**src/rtl/alu_pkg.sv**
```systemverilog
`default_nettype none
// ============================================================================
//  Module      : alu_pkg
//  Description : ALU operation codes, arbiter FSM states and requester count
//                shared by the two-requester ALU arbiter.
//  Revision    : 1.0 - initial release
// ============================================================================
package alu_pkg;

    localparam int NUM_REQ = 2;

    typedef enum logic [3:0] {
        ALU_ADD  = 4'd0,
        ALU_SUB  = 4'd1,
        ALU_AND  = 4'd2,
        ALU_OR   = 4'd3,
        ALU_XOR  = 4'd4,
        ALU_SLL  = 4'd5,
        ALU_SRL  = 4'd6,
        ALU_SRA  = 4'd7,
        ALU_SLT  = 4'd8,
        ALU_SLTU = 4'd9
    } alu_op_e;

    typedef enum logic [1:0] {
        ST_IDLE = 2'd0,
        ST_EXEC = 2'd1,
        ST_RESP = 2'd2
    } arb_state_e;

    // Undefined control codes execute as ADD.
    function automatic logic [3:0] sanitize_ctrl(input logic [3:0] ctrl);
        return (ctrl > ALU_SLTU) ? ALU_ADD : ctrl;
    endfunction

endpackage
`default_nettype wire

```
**src/rtl/rr_arbiter_2.sv**
```systemverilog
`default_nettype none
// ============================================================================
//  Module      : rr_arbiter_2
//  Description : Combinational two-way round-robin grant; on a tie the
//                requester that was not granted last wins.
//  Revision    : 1.0 - initial release
// ============================================================================
module rr_arbiter_2 (
    input  logic [1:0] req,
    input  logic       last,
    output logic [1:0] gnt
);

    assign gnt[0] = req[0] & (~req[1] | last);
    assign gnt[1] = req[1] & (~req[0] | ~last);

endmodule
`default_nettype wire

```
**src/rtl/alu_arbiter.sv**
```systemverilog
`default_nettype none
// ============================================================================
//  Module      : alu_arbiter
//  Description : Shares one external ALU between two requesters with
//                round-robin arbitration; one operation in flight at a time.
//  Revision    : 1.0 - initial release
// ============================================================================
module alu_arbiter
    import alu_pkg::*;
#(
    parameter int XLEN    = 32,
    parameter int ALU_LAT = 1
) (
    input  logic            clk,
    input  logic            rst_n,
    input  logic            req_valid_0,
    input  logic            req_valid_1,
    output logic            req_ready_0,
    output logic            req_ready_1,
    input  logic [3:0]      req_ctrl_0,
    input  logic [3:0]      req_ctrl_1,
    input  logic [XLEN-1:0] req_a_0,
    input  logic [XLEN-1:0] req_a_1,
    input  logic [XLEN-1:0] req_b_0,
    input  logic [XLEN-1:0] req_b_1,
    output logic            rsp_valid_0,
    output logic            rsp_valid_1,
    input  logic            rsp_ready_0,
    input  logic            rsp_ready_1,
    output logic [XLEN-1:0] rsp_result,
    output logic [3:0]      alu_ctrl,
    output logic [XLEN-1:0] alu_a,
    output logic [XLEN-1:0] alu_b,
    input  logic [XLEN-1:0] alu_result
);

    localparam logic [2:0] c_last_cnt = 3'(ALU_LAT - 1);

    arb_state_e        r_state;
    logic [3:0]        r_ctrl;
    logic [XLEN-1:0]   r_a;
    logic [XLEN-1:0]   r_b;
    logic              r_owner;
    logic              r_last;
    logic [2:0]        r_cnt;
    logic              r_rsp_valid_0;
    logic              r_rsp_valid_1;
    logic [XLEN-1:0]   r_rsp_result;

    logic [NUM_REQ-1:0] w_req;
    logic [NUM_REQ-1:0] w_gnt;
    logic               w_idle;
    logic               w_exec;
    logic               w_hs;
    logic               w_owner_ready;
    logic [3:0]         w_sel_ctrl;
    logic [XLEN-1:0]    w_sel_a;
    logic [XLEN-1:0]    w_sel_b;

    assign w_req = {req_valid_1, req_valid_0};

    rr_arbiter_2 u_rr_arbiter_2 (
        .req  (w_req),
        .last (r_last),
        .gnt  (w_gnt)
    );

    assign w_idle      = (r_state == ST_IDLE);
    assign w_exec      = (r_state == ST_EXEC);
    assign req_ready_0 = w_idle & w_gnt[0];
    assign req_ready_1 = w_idle & w_gnt[1];
    assign w_hs        = w_idle & (|w_gnt);

    assign w_sel_ctrl    = w_gnt[1] ? req_ctrl_1 : req_ctrl_0;
    assign w_sel_a       = w_gnt[1] ? req_a_1    : req_a_0;
    assign w_sel_b       = w_gnt[1] ? req_b_1    : req_b_0;
    assign w_owner_ready = r_owner  ? rsp_ready_1 : rsp_ready_0;

    // The ALU sees the latched operation only while it is executing.
    assign alu_ctrl = w_exec ? r_ctrl : 4'd0;
    assign alu_a    = w_exec ? r_a    : '0;
    assign alu_b    = w_exec ? r_b    : '0;

    assign rsp_valid_0 = r_rsp_valid_0;
    assign rsp_valid_1 = r_rsp_valid_1;
    assign rsp_result  = r_rsp_result;

    always_ff @(posedge clk or negedge rst_n) begin
        if (!rst_n) begin
            r_state       <= ST_IDLE;
            r_ctrl        <= 4'd0;
            r_a           <= '0;
            r_b           <= '0;
            r_owner       <= 1'b0;
            r_last        <= 1'b1;
            r_cnt         <= 3'd0;
            r_rsp_valid_0 <= 1'b0;
            r_rsp_valid_1 <= 1'b0;
            r_rsp_result  <= '0;
        end else begin
            case (r_state)
                ST_IDLE: begin
                    if (w_hs) begin
                        r_ctrl  <= sanitize_ctrl(w_sel_ctrl);
                        r_a     <= w_sel_a;
                        r_b     <= w_sel_b;
                        r_owner <= w_gnt[1];
                        r_last  <= w_gnt[1];
                        r_cnt   <= 3'd0;
                        r_state <= ST_EXEC;
                    end
                end
                ST_EXEC: begin
                    r_cnt <= r_cnt + 3'd1;
                    if (r_cnt == c_last_cnt) begin
                        r_rsp_result  <= alu_result;
                        r_rsp_valid_0 <= ~r_owner;
                        r_rsp_valid_1 <= r_owner;
                        r_state       <= ST_RESP;
                    end
                end
                ST_RESP: begin
                    if (w_owner_ready) begin
                        r_rsp_valid_0 <= 1'b0;
                        r_rsp_valid_1 <= 1'b0;
                        r_state       <= ST_IDLE;
                    end
                end
                default: r_state <= ST_IDLE;
            endcase
        end
    end

endmodule
`default_nettype wire

```
**config.mk**
```make
export PLATFORM = sky130hd
export DESIGN_NAME = alu_arbiter
export DESIGN_NICKNAME = d
export VERILOG_FILES = /design/src/rtl/alu_pkg.sv /design/src/rtl/rr_arbiter_2.sv /design/src/rtl/alu_arbiter.sv
export SDC_FILE = /design/constraint.sdc
export NUM_CORES = 1
export LEC_CHECK = 0
export CAP_MARGIN = 10
export CORE_ASPECT_RATIO = 1.4
export CORE_MARGIN = 2
export CORE_UTILIZATION = 42
export CTS_CLUSTER_SIZE = 12
export DETAILED_ROUTE_END_ITERATION = 12
export GPL_ROUTABILITY_DRIVEN = 1
export HOLD_SLACK_MARGIN = 0.05
export PLACE_DENSITY = 0.82
export SLEW_MARGIN = 20
export SYNTH_ARGS = -nofsm -noshare
export SYNTH_HDL_FRONTEND = slang
export SYNTH_SLANG_ARGS = --single-unit
```
**constraint.sdc**
```tcl
create_clock -name clk -period 2.1 [get_ports clk]
set_clock_uncertainty 0.2 [all_clocks]
set_input_delay 0.42 -clock clk [delete_from_list [all_inputs] [get_ports clk]]
set_output_delay 0.42 -clock clk [all_outputs]
set_load 0.01 [all_outputs]
```
==> load_flow_metrics.sql <==
INSERT INTO impl_metrics (metric_group, metric, value, unit) VALUES
('outcome', 'status', 'complete, but fails checks', ''),
('outcome', 'violations_in_the_final_reports', 'negative setup slack', ''),
('sta', 'setup_viol', '44', ''),
('sta', 'timing.hold.ws', '279', 'ps'),
('power_and_ir_drop', 'switching_portion_of_total_power', '34.3', '%'),
('worst_setup_path', 'cp-end-kind', 'output port', ''),
('hold_path', 'hp-class', 'register to register', ''),
('power_and_ir_drop', 'p_total', '13.0', 'mW'),
('cts', 'cts_num_sinks', '109', ''),
('finish', 'design.final.nets', '961', ''),
('yosys', 'synth_sequential_area_ratio', '46.7', '%'),
('cts', 'root_buffer', 'sky130_fd_sc_hd__clkbuf_16', ''),
('finish', 'syn2layout_area_growth', '60.5', '%'),
('power_and_ir_drop', 'pwr_density_cell', '1380', 'nW/um^2'),
('power_and_ir_drop', 'power_report.internal_total', '8.52', 'mW'),
('worst_setup_path', 'critical-path-top-delay-family', 'buffers and inverters', ''),
('grt', 'grt.busiest_layer', 'met2', ''),
('cts', 'tritoncts', 'yes', ''),
('yosys', 'synth.ff_latch_count', '109', ''),
('worst_setup_path', 'worstReg2RegEnd', 'r_a[3]$_DFFE_PN0P_', ''),
('hold_path', 'hold_path_end', 'rsp_result[19]$_DFFE_PN0P_', ''),
('yosys', 'synth_top_cells_by_area', 'sky130_fd_sc_hd__dfrtp_1 (46%), sky130_fd_sc_hd__mux2_4 (17%), sky130_fd_sc_hd__mux2_2 (12%)', ''),
('detailed_routing', 'drt_pre_antenna_iters', '4', ''),
('detailed_routing', 'antenna_left', '0', ''),
('hold_path', 'holdPathStages', '2', ''),
('worst_setup_path', 'worst-endpoint-arrival', '1560', 'ps'),
('sta', 'final_min_period_over_clock_period', '104', '%'),
('detailed_routing', 'via_count', '4758', ''),
('power_and_ir_drop', 'p_leak', '4.33', 'nW'),
('sta', 'final.setup.worst_slack', '-81.2', 'ps'),
('power_and_ir_drop', 'combinationalPowerShare', '57.7', '%'),
('hold_path', 'worst_hold_startpoint', 'rsp_result[19]$_DFFE_PN0P_', ''),
('floorplan', 'chipHeight', '144', 'um'),
('grt', 'vias_in_the_first_global_route', '5120', ''),
('place', 'hpwl_detailed', '12.5', 'mm'),
('detailed_routing', 'drt_first_iter_violations', '106', ''),
('sta', 'rsz0062_at_grt', 'true', ''),
('place', 'gpl.final_weighted_congestion', '0.818', ''),
('yosys', 'netlist_area', '5850', 'um^2'),
('detailed_routing', 'postRouteWirelength', '17.1', 'mm'),
('detailed_routing', 'drc', '0', ''),
('power_and_ir_drop', 'peakVddDrop', '678', 'uV'),
('yosys', 'postSynth.topFlopCell', 'sky130_fd_sc_hd__dfrtp_1', ''),
('grt', 'grt_use_met3', '4.17', '%'),
('yosys', 'syn_area_per_cell', '11.9', 'um^2'),
('power_and_ir_drop', 'p_sw', '4.45', 'mW'),
('worst_setup_path', 'timing.critical_path.from_type', 'register', ''),
('worst_setup_path', 'regToRegStartpoint', 'r_state[1]$_DFFE_PN0P_', ''),
('grt', 'use_met1', '24.4', '%'),
('floorplan', 'floorplan.initialDensity', '42.4', '%'),
('finish', 'diodes', '0', ''),
('detailed_routing', 'vias_per_cell', '4.88', ''),
('sta', 'worst-slew-pin-transition', '520', 'ps'),
('cts', 'number_of_buffers_created_by_cts', '9', ''),
('worst_setup_path', 'timing.critical_path.required', '1480', 'ps'),
('cts', 'path_clk_slew', '70', 'ps'),
('floorplan', 'coreArea', '13800', 'um^2'),
('flow_run', 'max_cap_viol_count', '0', ''),
('worst_setup_path', 'critical_path_cell_count', '6', ''),
('grt', 'grt_antenna_before_repair', '0', ''),
('worst_setup_path', 'criticalPathCategory', 'register to output port', ''),
('worst_setup_path', 'ordered_cell_list_for_the_critical_path', 'nor2b_4 > buf_12 > buf_12 > buf_16 > and2_4 > buf_6', ''),
('cts', 'htreeDepth', '3', ''),
('yosys', 'syn-num-nets', '668', ''),
('worst_setup_path', 'reg2reg_slack', '50', 'ps'),
('yosys', 'netlist_instances', '492', ''),
('sta', 'finalHoldViolations', '0', ''),
('worst_setup_path', 'timing.critical_path.slowest_cell_delay', '430', 'ps'),
('finish', 'layout-drive-gt1-share', '35.8', '%'),
('worst_setup_path', 'critical_path_peak_fanout', '5', ''),
('place', 'port-buffer-count', '277', '');
==> what timing repair did <==
item	in CTS	in global routing
setup endpoints to repair	97	82
gates resized for setup	331	21
buffers inserted	8	1
hold buffers	1	0
pin swaps	10	5
hold endpoints to repair	32	0
cloned	4	1
==> layout by cell type, fill, tap and decap left out, types with 2 or more instances in the layout <==
cell type	count
sky130_fd_sc_hd__clkdlybuf4s50_1	204
sky130_fd_sc_hd__dfrtp_1	108
sky130_fd_sc_hd__nand2_1	100
sky130_fd_sc_hd__mux2_4	65
sky130_fd_sc_hd__mux2_2	62
sky130_fd_sc_hd__and2_1	44
sky130_fd_sc_hd__buf_2	41
sky130_fd_sc_hd__buf_6	30
sky130_fd_sc_hd__and2_4	26
sky130_fd_sc_hd__buf_4	17
sky130_fd_sc_hd__buf_12	14
sky130_fd_sc_hd__clkbuf_16	10
sky130_fd_sc_hd__nand2b_1	5
sky130_fd_sc_hd__a21oi_1	5
sky130_fd_sc_hd__nor2_1	4
sky130_fd_sc_hd__mux2_1	4
sky130_fd_sc_hd__buf_16	4
sky130_fd_sc_hd__inv_1	3
sky130_fd_sc_hd__mux2i_1	3
sky130_fd_sc_hd__o21ai_0	3
sky130_fd_sc_hd__nand3b_1	3
sky130_fd_sc_hd__a31oi_1	3
sky130_fd_sc_hd__inv_6	3
sky130_fd_sc_hd__o21ai_1	2
sky130_fd_sc_hd__nand3_1	2
sky130_fd_sc_hd__a31o_1	2
sky130_fd_sc_hd__ha_1	2
sky130_fd_sc_hd__inv_8	2
sky130_fd_sc_hd__dlygate4sd2_1	2
==> cell families (layout without fill, tap and decap cells) <==
family	count (synthesis)	in the layout	share of synthesized area (%)
AO/OA/AOI/OAI	18	18	1.86
XOR/XNOR	1	1	0.150
buffers and inverters	36	334	4.41
AND/OR/NAND/NOR	192	192	16.5
multiplexers	134	134	29.9
flip-flops	109	109	46.7
adder cells (fa/ha/maj)	2	2	0.428
==> routing by layer <==
| metal | wire [um] | up-vias |
|---|---|---|
| met4 | 575 | 0 |
| met5 | 0 | - |
| met1 | 6340 | 2305 |
| li1 | - | 2230 |
| met2 | 9340 | 185 |
| met3 | 836 | 38 |
==> worst max-delay path by stage <==
stage                                 startpoint                 end
after floorplan                      req_valid_1  r_b[6]$_DFFE_PN0P_
after global placement               req_valid_0         req_ready_0
after detailed placement             req_valid_1         req_ready_1
after CTS                 r_state[1]$_DFFE_PN0P_           alu_a[28]
after global routing      r_state[1]$_DFFE_PN0P_         alu_ctrl[3]
final                     r_state[1]$_DFFE_PN0P_           alu_a[18]
==> power by group through the flow <==
stage | sequential (mW) | clock [mW] | combinational, mW
after detailed placement | 3.81 | 0 | 6.98
after global placement | 3.75 | 0 | 6.79
after floorplan | 3.79 | 0 | 3.84
after global routing | 3.94 | 1.79 | 7.98
final | 3.82 | 1.67 | 7.49
after CTS | 3.81 | 1.71 | 7.40
==> Yosys cell counts (all sizes together) (2+ instances only) <==
cell type,count
buf,23
a31o,2
inv,3
and2,70
a31oi,3
nand3,2
mux2i,3
nand2b,5
nor2b,2
nand3b,3
dfrtp,108
clkbuf,10
nand2,100
mux2,131
ha,2
nor2,5
a21oi,5
o21ai,5
==> layout make-up <==
class / count / area (um^2) / area share (%)
Inverter: 3 / 11.3 / 0.120
Clock buffer: 9 / 225 / 2.40
Clock inverter: 7 / 62.6 / 0.667
Multi-Input combinational cell: 347 / 2960 / 31.5
Timing Repair Buffer: 315 / 3170 / 33.8
Tap cell: 185 / 231 / 2.47
Sequential cell: 109 / 2730 / 29.1
==> flip-flops by register name, indices dropped and copies added (netlist names) <==
| register | flops |
|---|---|
| r_last | 1 |
| r_b | 32 |
| r_cnt | 3 |
| rsp_valid_1 | 1 |
| r_state | 2 |
| rsp_result | 32 |
| r_owner | 1 |
| r_ctrl | 4 |
| rsp_valid_0 | 1 |
| r_a | 32 |
==> stage by stage <==
stage          instance area (um^2)  cells  utilization, %
2_1_floorplan                  5850    492               -
3_3_place_gp                   8950    946            64.9
3_5_place_dp                   8950    946            64.9
4_1_cts                        9310    975            67.5
5_1_grt                        9380    975            68.1
6_report                       9380    975            68.1
==> tightest hold or removal path, stage by stage (launching register included) <==
cell and delay, ps:
sky130_fd_sc_hd__dfrtp_1 340, sky130_fd_sc_hd__nand2_1 50, sky130_fd_sc_hd__nand2_1 60
No activity file was read; power rests on OpenSTA's default activity.
